[config.mk]
export PLATFORM = sky130hd
export DESIGN_NAME = seven_segment_mux
export DESIGN_NICKNAME = d
export VERILOG_FILES = /design/src/rtl/seg_pkg.sv /design/src/rtl/hex_to_seven_seg.sv /design/src/rtl/seven_segment_mux.sv
export SDC_FILE = /design/constraint.sdc
export NUM_CORES = 1
export LEC_CHECK = 0
export CORE_MARGIN = 10
export CORE_UTILIZATION = 47
export CTS_CLUSTER_SIZE = 25
export DETAILED_ROUTE_END_ITERATION = 8
export PLACE_DENSITY = 0.73
export SYNTH_ARGS = -nofsm -noshare
export SYNTH_HDL_FRONTEND = slang
export SYNTH_SLANG_ARGS = --single-unit
[constraint.sdc]
create_clock -name clk_in -period 4.8 [get_ports clk_in]
set_clock_uncertainty 0.2 [all_clocks]
set_input_delay 0.72 -clock clk_in [delete_from_list [all_inputs] [get_ports clk_in]]
set_output_delay 0.72 -clock clk_in [all_outputs]
set_load 0.01 [all_outputs]
[src/rtl/seg_pkg.sv]
// seg_pkg: shared seven-segment constants.
//   SEG_A..SEG_G, SEG_DP : bit positions of each segment within cat_out
//   HEX_GLYPHS           : active-high glyphs for 0-F, bit 6 = A ... bit 0 = G
//   SEG_BLANK            : active-low cathode pattern with every segment off
package seg_pkg;

    localparam int SEG_A  = 7;
    localparam int SEG_B  = 6;
    localparam int SEG_C  = 5;
    localparam int SEG_D  = 4;
    localparam int SEG_E  = 3;
    localparam int SEG_F  = 2;
    localparam int SEG_G  = 1;
    localparam int SEG_DP = 0;

    localparam logic [7:0] SEG_BLANK = 8'hFF;

    // Glyph bit order matches cat_out[7:1], so a glyph bit for segment X
    // sits at index SEG_X-1. b and d are the lowercase forms.
    localparam logic [6:0] HEX_GLYPHS [0:15] = '{
        7'h7E, 7'h30, 7'h6D, 7'h79,
        7'h33, 7'h5B, 7'h5F, 7'h70,
        7'h7F, 7'h7B, 7'h77, 7'h1F,
        7'h4E, 7'h3D, 7'h4F, 7'h47
    };

endpackage

[src/rtl/hex_to_seven_seg.sv]
// hex_to_seven_seg: combinational hex nibble to active-high segment decoder.
//   nibble : 4-bit value 0-F
//   seg    : active-high segments, bit 6 = A ... bit 0 = G
module hex_to_seven_seg
    import seg_pkg::*;
(
    input  logic [3:0] nibble,
    output logic [6:0] seg
);

    assign seg = HEX_GLYPHS[nibble];

endmodule

[src/rtl/seven_segment_mux.sv]
// seven_segment_mux: time-multiplexed N-digit common-anode display driver.
//   clk_in        : system clock
//   rst_in        : synchronous active-high reset
//   val_in        : hex nibbles, digit i = val_in[4i+3:4i], digit 0 rightmost
//   dp_in         : decimal point request per digit
//   digit_en_in   : per-digit enable
//   lz_blank_in   : suppress leading zeros
//   brightness_in : PWM duty level, all-ones = full on
//   cat_out       : active-low cathodes, [7]=A ... [1]=G, [0]=DP
//   an_out        : active-low anodes, bit i = digit i
//   frame_out     : one-cycle pulse after the shadow registers load
module seven_segment_mux
    import seg_pkg::*;
#(
    parameter int NUM_DIGITS     = 8,
    parameter int REFRESH_CYCLES = 100000,
    parameter int GUARD_CYCLES   = 2,
    parameter int BRIGHT_BITS    = 4
) (
    input  logic                    clk_in,
    input  logic                    rst_in,
    input  logic [4*NUM_DIGITS-1:0] val_in,
    input  logic [NUM_DIGITS-1:0]   dp_in,
    input  logic [NUM_DIGITS-1:0]   digit_en_in,
    input  logic                    lz_blank_in,
    input  logic [BRIGHT_BITS-1:0]  brightness_in,
    output logic [7:0]              cat_out,
    output logic [NUM_DIGITS-1:0]   an_out,
    output logic                    frame_out
);

    localparam int SW = REFRESH_CYCLES > 1 ? $clog2(REFRESH_CYCLES) : 1;
    localparam int IW = NUM_DIGITS > 1 ? $clog2(NUM_DIGITS) : 1;
    localparam logic [SW-1:0] SLOT_LAST = SW'(REFRESH_CYCLES - 1);
    localparam logic [SW-1:0] GUARD     = SW'(GUARD_CYCLES);
    localparam logic [IW-1:0] IDX_LAST  = IW'(NUM_DIGITS - 1);

    logic [SW-1:0]           slot_cnt;
    logic [IW-1:0]           digit_idx;
    logic [BRIGHT_BITS-1:0]  pwm_cnt;
    logic [4*NUM_DIGITS-1:0] sh_val;
    logic [NUM_DIGITS-1:0]   sh_dp;
    logic [NUM_DIGITS-1:0]   sh_en;
    logic                    sh_lz;
    logic [BRIGHT_BITS-1:0]  sh_br;

    logic                    slot_end;
    logic                    frame_end;
    logic [NUM_DIGITS-1:0]   lz_mask;
    logic [3:0]              cur_nib;
    logic                    cur_dp;
    logic                    lit;
    logic [6:0]              seg;
    logic [7:0]              cat_next;

    assign slot_end  = slot_cnt == SLOT_LAST;
    assign frame_end = slot_end && digit_idx == IDX_LAST;
    assign cur_nib   = sh_val[{digit_idx, 2'b00} +: 4];
    assign cur_dp    = sh_dp[digit_idx];

    // Walk from the most significant digit down; a digit is a leading zero
    // only while every digit above it is also a bare zero (no DP).
    always_comb begin
        logic lead;
        lead = 1'b1;
        lz_mask = '0;
        for (int i = NUM_DIGITS - 1; i >= 0; i--) begin
            lead = lead && sh_val[4*i +: 4] == 4'h0 && !sh_dp[i];
            lz_mask[i] = sh_lz && (i != 0) && lead;
        end
    end

    assign lit = slot_cnt >= GUARD && pwm_cnt <= sh_br &&
                 sh_en[digit_idx] && !lz_mask[digit_idx];

    hex_to_seven_seg u_dec (
        .nibble (cur_nib),
        .seg    (seg)
    );

    always_comb begin
        cat_next = SEG_BLANK;
        if (lit) begin
            cat_next[SEG_A]  = ~seg[SEG_A-1];
            cat_next[SEG_B]  = ~seg[SEG_B-1];
            cat_next[SEG_C]  = ~seg[SEG_C-1];
            cat_next[SEG_D]  = ~seg[SEG_D-1];
            cat_next[SEG_E]  = ~seg[SEG_E-1];
            cat_next[SEG_F]  = ~seg[SEG_F-1];
            cat_next[SEG_G]  = ~seg[SEG_G-1];
            cat_next[SEG_DP] = ~cur_dp;
        end
    end

    // Shadows reload during reset so the first frame shows current inputs.
    always_ff @(posedge clk_in) begin
        if (rst_in) begin
            slot_cnt  <= '0;
            digit_idx <= '0;
            pwm_cnt   <= '0;
            an_out    <= '1;
            cat_out   <= SEG_BLANK;
            frame_out <= 1'b0;
            sh_val    <= val_in;
            sh_dp     <= dp_in;
            sh_en     <= digit_en_in;
            sh_lz     <= lz_blank_in;
            sh_br     <= brightness_in;
        end else begin
            slot_cnt  <= slot_end ? '0 : slot_cnt + 1'b1;
            if (slot_end)
                digit_idx <= digit_idx == IDX_LAST ? '0 : digit_idx + 1'b1;
            pwm_cnt   <= pwm_cnt + 1'b1;
            frame_out <= frame_end;
            an_out    <= lit ? ~(NUM_DIGITS'(1) << digit_idx) : '1;
            cat_out   <= cat_next;
            if (frame_end) begin
                sh_val <= val_in;
                sh_dp  <= dp_in;
                sh_en  <= digit_en_in;
                sh_lz  <= lz_blank_in;
                sh_br  <= brightness_in;
            end
        end
    end

endmodule

# Word-level counts from Yosys, hierarchy flattened
# Memories as Yosys holds them, arrays and structs flattened.
# Index checks and enable logic that the tools add are counted.
[op_classes]
addsub = 3
order_cmp = 4
eq_ne = 2
n_shift = 2
n_mux = 19
bitwise_logic = 11
n_reduce_logical = 42
[ops]
columns = ["operator", "count"]
rows = [
  ["2-to-1 mux 32 bit", 2],
  ["2-to-1 mux 8 bit", 4],
  ["indexed part select 32 x 6 -> 4 bit", 1],
  ["logical NOT 4 bit", 7],
  ["logical AND 1 bit", 24],
  ["adder 17 x 1 -> 17 bit, second input constant", 1],
  ["equality test 17 bit, second input constant", 1],
  [">= comparator 17 x 2 -> 1 bit, second input constant", 1],
  ["2-to-1 mux 7 bit", 2],
  ["binary-select mux 1 bit (select 3 bit)", 3],
  ["NOT 1 bit", 9],
  ["logical NOT 1 bit", 8],
  ["2-to-1 mux 4 bit", 2],
  ["NOT 8 bit", 1],
  ["<< shifter 1 x 3 -> 8 bit, first input constant", 1],
  [">= comparator 5 bit, second input constant", 1],
  ["2-to-1 mux 1 bit", 5],
  ["NOT 4 -> 5 bit", 1],
  ["adder 4 x 1 -> 4 bit, second input constant", 1],
  ["<= comparator 4 bit", 1],
  ["< comparator 3 x 4 -> 1 bit, second input constant", 1],
  ["OR reduction 2 bit", 2],
  ["adder 3 x 1 -> 3 bit, second input constant", 1],
  ["equality test 3 bit, second input constant", 1],
  ["other kinds (2)", 2],
]
[word_totals]
register_bits = 94
rom_bits = 112
word_cells = 95
memories = 1
[memory_table]
columns = ["name", "depth", "word_bits", "rd", "rd_clocked_by_memory_dff", "wr", "line", "rtl"]
rows = [
  ["(name not given)", 16, 7, 1, 0, 0, "hex_to_seven_seg.sv:11", "assign seg = HEX_GLYPHS[nibble];"],
]

# Depth between registers and ports, before layout
# Gate-level depths: netlist of run 1.
[logic_depth]
word_depth = 21
depth_mapped = 10
mapped_depth_nobuf = 8

# By module
# Synthesis of run 1 repeated with hierarchy kept, for this count alone.
[hier_totals]
hier_cells = 318
area_unflattened_um2 = 4110.2
[by_module_without_submodules]
columns = ["module", "n_inst", "cells_each", "area_per_inst_um2", "seq_area_each_um2"]
rows = [
  ["seven_segment_mux", 1, 285, 3823.7, 2412.3],
  ["hex_to_seven_seg", 1, 33, 286.5, 0.0],
]

# Worst setup path before layout of run 1
# No wires, ideal clock.
[synth_timing]
path_type = "input to register"
startpoint = "input port rst_in"
endpoint = "register sh_br[0] (enable)"
arrival_time_ns = 2.333
required_ns = 4.181
slack_ns = 1.848
path_stages = 2
n_path_buf = 1
cell_sequence = "clkbuf_1 -> nand2b_1"
[synth_between]
elab_chain_len = 1
[synth_lines]
columns = ["item", "line", "rtl"]
rows = [
  ["start: declaration", "seven_segment_mux.sv:21", "input logic rst_in,"],
  ["nonzero test 2 bit (no line)", "--", ""],
  ["end signal: assignment", "seven_segment_mux.sv:108", "sh_br <= brightness_in;"],
  ["end signal: assignment", "seven_segment_mux.sv:122", "sh_br <= brightness_in;"],
  ["end: declaration", "seven_segment_mux.sv:45", "logic [BRIGHT_BITS-1:0] sh_br;"],
]
# Every way passes these cells.
# A chain may end at the register's enable or synchronous reset.

# Worst setup path after layout of run 1
[layout_timing]
startpoint = "register digit_idx[0]"
endpoint = "register sh_val[1] (enable)"
[layout_between]
elab_chain_len = 3
[layout_lines]
columns = ["item", "line", "rtl"]
rows = [
  ["start: declaration", "seven_segment_mux.sv:39", "logic [IW-1:0] digit_idx;"],
  ["start signal: assignment", "seven_segment_mux.sv:112", "digit_idx <= digit_idx == IDX_LAST ? '0 : digit_idx + 1'b1;"],
  ["equality test 3 bit", "seven_segment_mux.sv:57", "assign frame_end = slot_end && digit_idx == IDX_LAST;"],
  ["logical AND 1 bit", "seven_segment_mux.sv:57", ""],
  ["nonzero test 2 bit (no line)", "--", ""],
  ["end signal: assignment", "seven_segment_mux.sv:104", "sh_val <= val_in;"],
  ["end signal: assignment", "seven_segment_mux.sv:118", "sh_val <= val_in;"],
  ["end: declaration", "seven_segment_mux.sv:41", "logic [4*NUM_DIGITS-1:0] sh_val;"],
]
# Every way passes these cells.

==> results.cfg, run 1 <==
[yosys]
synthArstFlopShare_pct = 0
netlist_area_um2 = 4020
synth_cell_types = 41
synth_cells = 313
synth.net_count = 386
synth_enable_flop_cells = 53
syn-mean-instance-area_um2 = 12.8
synth-compound-area-share_pct = 3.55
synth_top_family_by_area = simple AND/OR/NAND/NOR gates
synth_top_cell_by_area = edfxtp_1
yosys-top-cells-area = edfxtp_1, dfxtp_1, ha_1
synthAdderAreaFrac_pct = 5.61
ys_seq_elements = 94
synthXorXnorAreaFrac_pct = 3.93
synth-simple-area-share_pct = 13.0
ys.flop_type = edfxtp_1
seq_area_frac_synth_pct = 60.1
ys.warnings.count = 0
netlist.area_leader.share_pct = 39.6
synth.mux.area_fraction_pct = 10.7

[clock_tree]
cts_resized = 0
cts-root-buf = clkbuf_8
cts_sinks = 94
cts_setup_buffers = 0
insertion_delay_ns = 0.36
cts_buffers = 9
cts_buffer_depth = 2
htree_levels = 3
holdBufCountCts = 0
cts_tree = yes
clk_pin_slew_worst_paths_ns = 0.10

[cells_and_area]
layout-drive-gt1-share_pct = 8.72
syn2layout_area_growth_pct = 24.0
final_cell_mix = clkdlybuf4s50_1, edfxtp_1, dfxtp_1
final_common_cell = clkdlybuf4s50_1
antennaDiodeCount = 0
n_fill_cell = 692
layout.nets = 458
final_util_pct = 60.3

[floorplan]
coreArea_um2 = 8260
fp.dieH_um = 112
start_util_pct = 48.6
rows = 33
ios = 72
die_area_um2 = 12600
die_x_um = 112

[global_route]
grt_usage_pct = 12.6
grt_overflow_total = 0
grt_max_degree = 42
grt_pass1_vias = 2697
grt_first_pass_wirelength_um = 13200
antenna_found_initial = 0

[timing]
period_share_pct = 63.1
finalHoldViolations = 0
setup_viol = 0
tns_ns = 0
period_minus_slack_ns = 3.03
grt_setup_unrepaired = no
slew_headroom_pct = 22.6
slew_viol_final = 0
fmax_mhz = 330
worstMarginPinSlew_ns = 1.16

[worst_hold_path]
min_path_type = reg2reg

[route]
routed-wl-met3_um = 586
route.detailed.drc = 0
top_layer = met4
vias_per_cell = 5.25
antenna_left = 0
routedLengthMet1_um = 3760
wire_per_inst_um = 16.3
vias = 2600
wl_um = 8060
drtIter0Drc = 98
dr_wl_met2_um = 3640
first_pass_iters = 4

[power]
total_power_mw = 1.48
power_density_nw_per_um2 = 298
power_leakage_nw = 1.76
ir_worst_vdd_v = 0.000171

[setup_path]
worstPathRequired_ns = 4.65
cp_max_fo = 41
worst_path_max_delay_cell = dfxtp_1
crit_path_start_kind = flop
crit_top_cell = ha_1
cp.arrival_ns = 2.88
critical_path_class = reg2reg
crit_chain = ha_1 > ha_1 > nand2_1 > nand2b_2 > buf_4
slowest_delay_ns = 0.86
setup.worst_path.end_class = flop

[place]
place_congestion = 0.777
port_buffers = 71
dp_hpwl_um = 6090

[outcome]
outcome = finished clean

[flow_run]
cap_violations = 0
-- cell type report --
class	instances	area (µm²)	area share [%]
clock buffer	10	128	2.56
clock inverter	6	38.8	0.779
inverter	15	56.3	1.13
multi-input combinational	191	1480	29.7
sequential	94	2410	48.4
tap	105	131	2.64
timing repair buffer	74	733	14.7
-- layer usage --
layer / vias up / global-route usage [%]
met5: - / 0
met4: 0 / 3.30
met3: 7 / 5.38
met2: 77 / 18.9
met1: 1225 / 16.5
li1: 1291 / -
-- worst max-delay path: cells and delay by family (launching register included) --
kind	cells	cell delay, ns
AND/OR/NAND/NOR	2	0.80
flip-flops	1	0.86
adder cells (fa/ha/maj)	2	0.50
buffers and inverters	1	0.36
-- path summary, 6_finish.rpt --
check	startpoint	to	slack, ns	cells after the start
max	digit_idx[0]	sh_val[1]	1.77	5
min	slot_cnt[0]	slot_cnt[0]	0.28	1
max reg2reg	digit_idx[0]	sh_val[1]	1.77	5
min reg2reg	slot_cnt[0]	slot_cnt[0]	0.28	1
-- state kept, by name, summed over array words and instances (netlist names) --
name and flops:
sh_val 32, slot_cnt 17, an_out 8, cat_out 8, sh_dp 8, sh_en 8
pwm_cnt 4, sh_br 4, digit_idx 3, frame_out 1, sh_lz 1
-- synth_stat cells (2+ instances only) --
master and instances:
nor2_1 33, nand4_1 12, nand2_1 18, a21oi_1 3, mux4_2 9, nand2b_1 2
nor4_1 6, inv_1 14, or4_1 5, nand3_1 17, o21ai_0 2, edfxtp_1 53
and3_1 2, o22a_1 3, mux2i_1 17, nor3_1 6, xnor2_1 11, a31oi_1 2
xor2_1 7, o211ai_1 2, dfxtp_1 41, mux2_2 3, clkbuf_1 3, buf_2 7
ha_1 18, or3_1 2
-- stage by stage --
| step | cell area (µm²) | setup WS (ns) | hold WS (ns) | std cells |
|---|---|---|---|---|
| after global routing | 4980 | 1.41 | 0.301 | 495 |
| after floorplan | 4020 | 1.85 | 0.230 | 313 |
| final | 4980 | 1.77 | 0.275 | 495 |
| after detailed placement | 4810 | 1.62 | 0.258 | 479 |
| after CTS | 4980 | 1.72 | 0.275 | 495 |
| after global placement | 4810 | 1.66 | 0.243 | 479 |
-- logic make-up (layout without fill, tap and decap cells) --
logic type,after synthesis,in the layout
AO/OA/AOI/OAI,19,19
XOR/XNOR,18,18
adder cells (fa/ha/maj),18,18
buffers and inverters,28,105
flip-flops,94,94
multiplexers,30,30
AND/OR/NAND/NOR,106,106
-- report_power, final --
| part | total (mW) | leakage [nW] | internal, mW | switching, mW |
|---|---|---|---|---|
| clock network | 0.454 | 0.0837 | 0.187 | 0.267 |
| registers | 0.904 | 0.851 | 0.887 | 0.0168 |
| logic | 0.126 | 0.826 | 0.0744 | 0.0514 |
Note: power is estimated with default switching activity, not from simulation.
==> run 2: changes to the inputs <==
clock period = 3.05 ns   (was 4.8 ns; I/O delays follow)
==> run 2 against run 1 <==
- global-route usage up 0.37 points
- maximum frequency is 21% higher
- final area up 1.5%
- critical path depth increased by 2
- setup slack worse by 1.2 ns
- via count up 0.42%
- sequential share of layout area shrank 0.72 points
- sequential power is 57% higher
- flip-flop and latch count unchanged
- critical endpoint is now cat_out[7]
- largest cell class unchanged
==> results.cfg, run 2 (synthesis gave the netlist of run 1 again) <==
[timing]
setup_viol = 0
grt_setup_unrepaired = no
finalHoldViolations = 0
timing.final.ws_setup_ns = 0.552
fmax_mhz = 400
tns_ns = 0
period_minus_slack_ns = 2.50
worstMarginPinSlew_ns = 1.18
slew_headroom_pct = 21.1
period_share_pct = 81.9
slew_viol_final = 0
holdWs_ns = 0.273

[cells_and_area]
final_util_pct = 61.2
antennaDiodeCount = 0
syn2layout_area_growth_pct = 25.9
layout-drive-gt1-share_pct = 9.46
fin_cells = 496
final_common_cell = clkdlybuf4s50_1
final_cell_mix = clkdlybuf4s50_1, edfxtp_1, dfxtp_1
regMostFlops = sh_val
largest_reg_flops = 32
layout.nets = 459
top_regs = sh_val (32), slot_cnt (17)

[global_route]
globalRouteMet1Util_pct = 15.9
met3_usage_pct = 5.11
grt_first_pass_wirelength_um = 13600
grt_usage_pct = 13.0
use_met2_pct = 20.6
grt_overflow_total = 0
grt_pass1_vias = 2785
top_usage_layer = met2
antenna_found_initial = 0
grt_max_degree = 54

[route]
antenna_left = 0
drtIter0Drc = 132
wire_per_inst_um = 16.8
first_pass_iters = 4
route.detailed.drc = 0
vias = 2611
wl_um = 8310
vias_per_cell = 5.26

[outcome]
outcome = finished clean

[floorplan]
die_x_um = 112
rows = 33
ios = 72
start_util_pct = 48.6
die_area_um2 = 12600
coreArea_um2 = 8260
fp.dieH_um = 112

[setup_path]
worstPathRequired_ns = 3.05
critical_path_class = reg2reg
crit_path_start_kind = flop
cp_max_fo = 25
setup.worst_path.end_class = flop
cp.arrival_ns = 2.49

[clock_tree]
clk_pin_slew_worst_paths_ns = 0.09
cts_sinks = 94
cts_buffer_depth = 2
holdBufCountCts = 0
cts_buffers = 9
cts_setup_buffers = 0
htree_levels = 3
cts_resized = 0
cts_tree = yes
insertion_delay_ns = 0.36
cts-root-buf = clkbuf_8

[worst_hold_path]
min_path_type = reg2reg

[place]
dpl_worst_slack_ns = 0.584
placedCellCount = 480
port_buffers = 71
dp_hpwl_um = 6140
place_congestion = 0.836

[power]
power_leakage_nw = 1.79
ir_worst_vdd_v = 0.000280
power_density_nw_per_um2 = 501

[flow_run]
cap_violations = 0
## run 2: cell types whose count changed in the layout (fill, tap and decap cells not counted)
cell and change:
bufinv_16 +2, clkinv_2 -2, buf_12 +1, clkbuf_1 -1, clkinv_1 -1, clkinv_4 -1
clkinvlp_2 +1, clkinvlp_4 +1, inv_6 +1
## run 2: worst paths after layout
| check | start | to | slack (ns) | depth (start not counted) |
|---|---|---|---|---|
| max | digit_idx[1] | cat_out[7] | 0.55 | 7 |
| min reg2reg | slot_cnt[0] | slot_cnt[0] | 0.27 | 1 |
| min | slot_cnt[0] | slot_cnt[0] | 0.27 | 1 |
| max reg2reg | digit_idx[1] | cat_out[7] | 0.55 | 7 |
## run 2: power by group
| part | internal, mW | switching [mW] | total (mW) | leakage [nW] |
|---|---|---|---|---|
| Combinational | 0.119 | 0.0809 | 0.200 | 0.836 |
| Sequential | 1.40 | 0.0292 | 1.42 | 0.851 |
| Clock | 0.464 | 0.444 | 0.907 | 0.102 |
## run 2: worst max-delay path: stages, from the launching register on
cell and delay [ns]:
dfxtp_1 0.32, buf_4 0.32, mux2i_1 0.13, mux4_2 0.57
ha_1 0.23, or3_1 0.38, o211ai_1 0.09, nand3_1 0.09
## run 2: through the flow
stage | instance area, µm² | power (mW)
floorplan | 4020 | 1.54
global placement | 4830 | 1.65
detailed placement | 4830 | 1.65
CTS | 5050 | 2.54
global route | 5050 | 2.62
finish | 5050 | 2.53
## run 2: final cells by class
class | count | area [µm²]
Tap cell | 105 | 131
Sequential cell | 94 | 2410
Timing Repair Buffer | 75 | 753
Fill cell | 679 | 3200
Multi-Input combinational cell | 191 | 1480
Inverter | 15 | 56.3
Clock inverter | 7 | 97.6
Clock buffer | 9 | 124
## run 2: layer usage
layer | part of all wire [%] | up-vias
li1 | - | 1294
met1 | 45 | 1230
met2 | 46 | 77
met3 | 7.1 | 10
met4 | 1.6 | 0
met5 | 0 | -
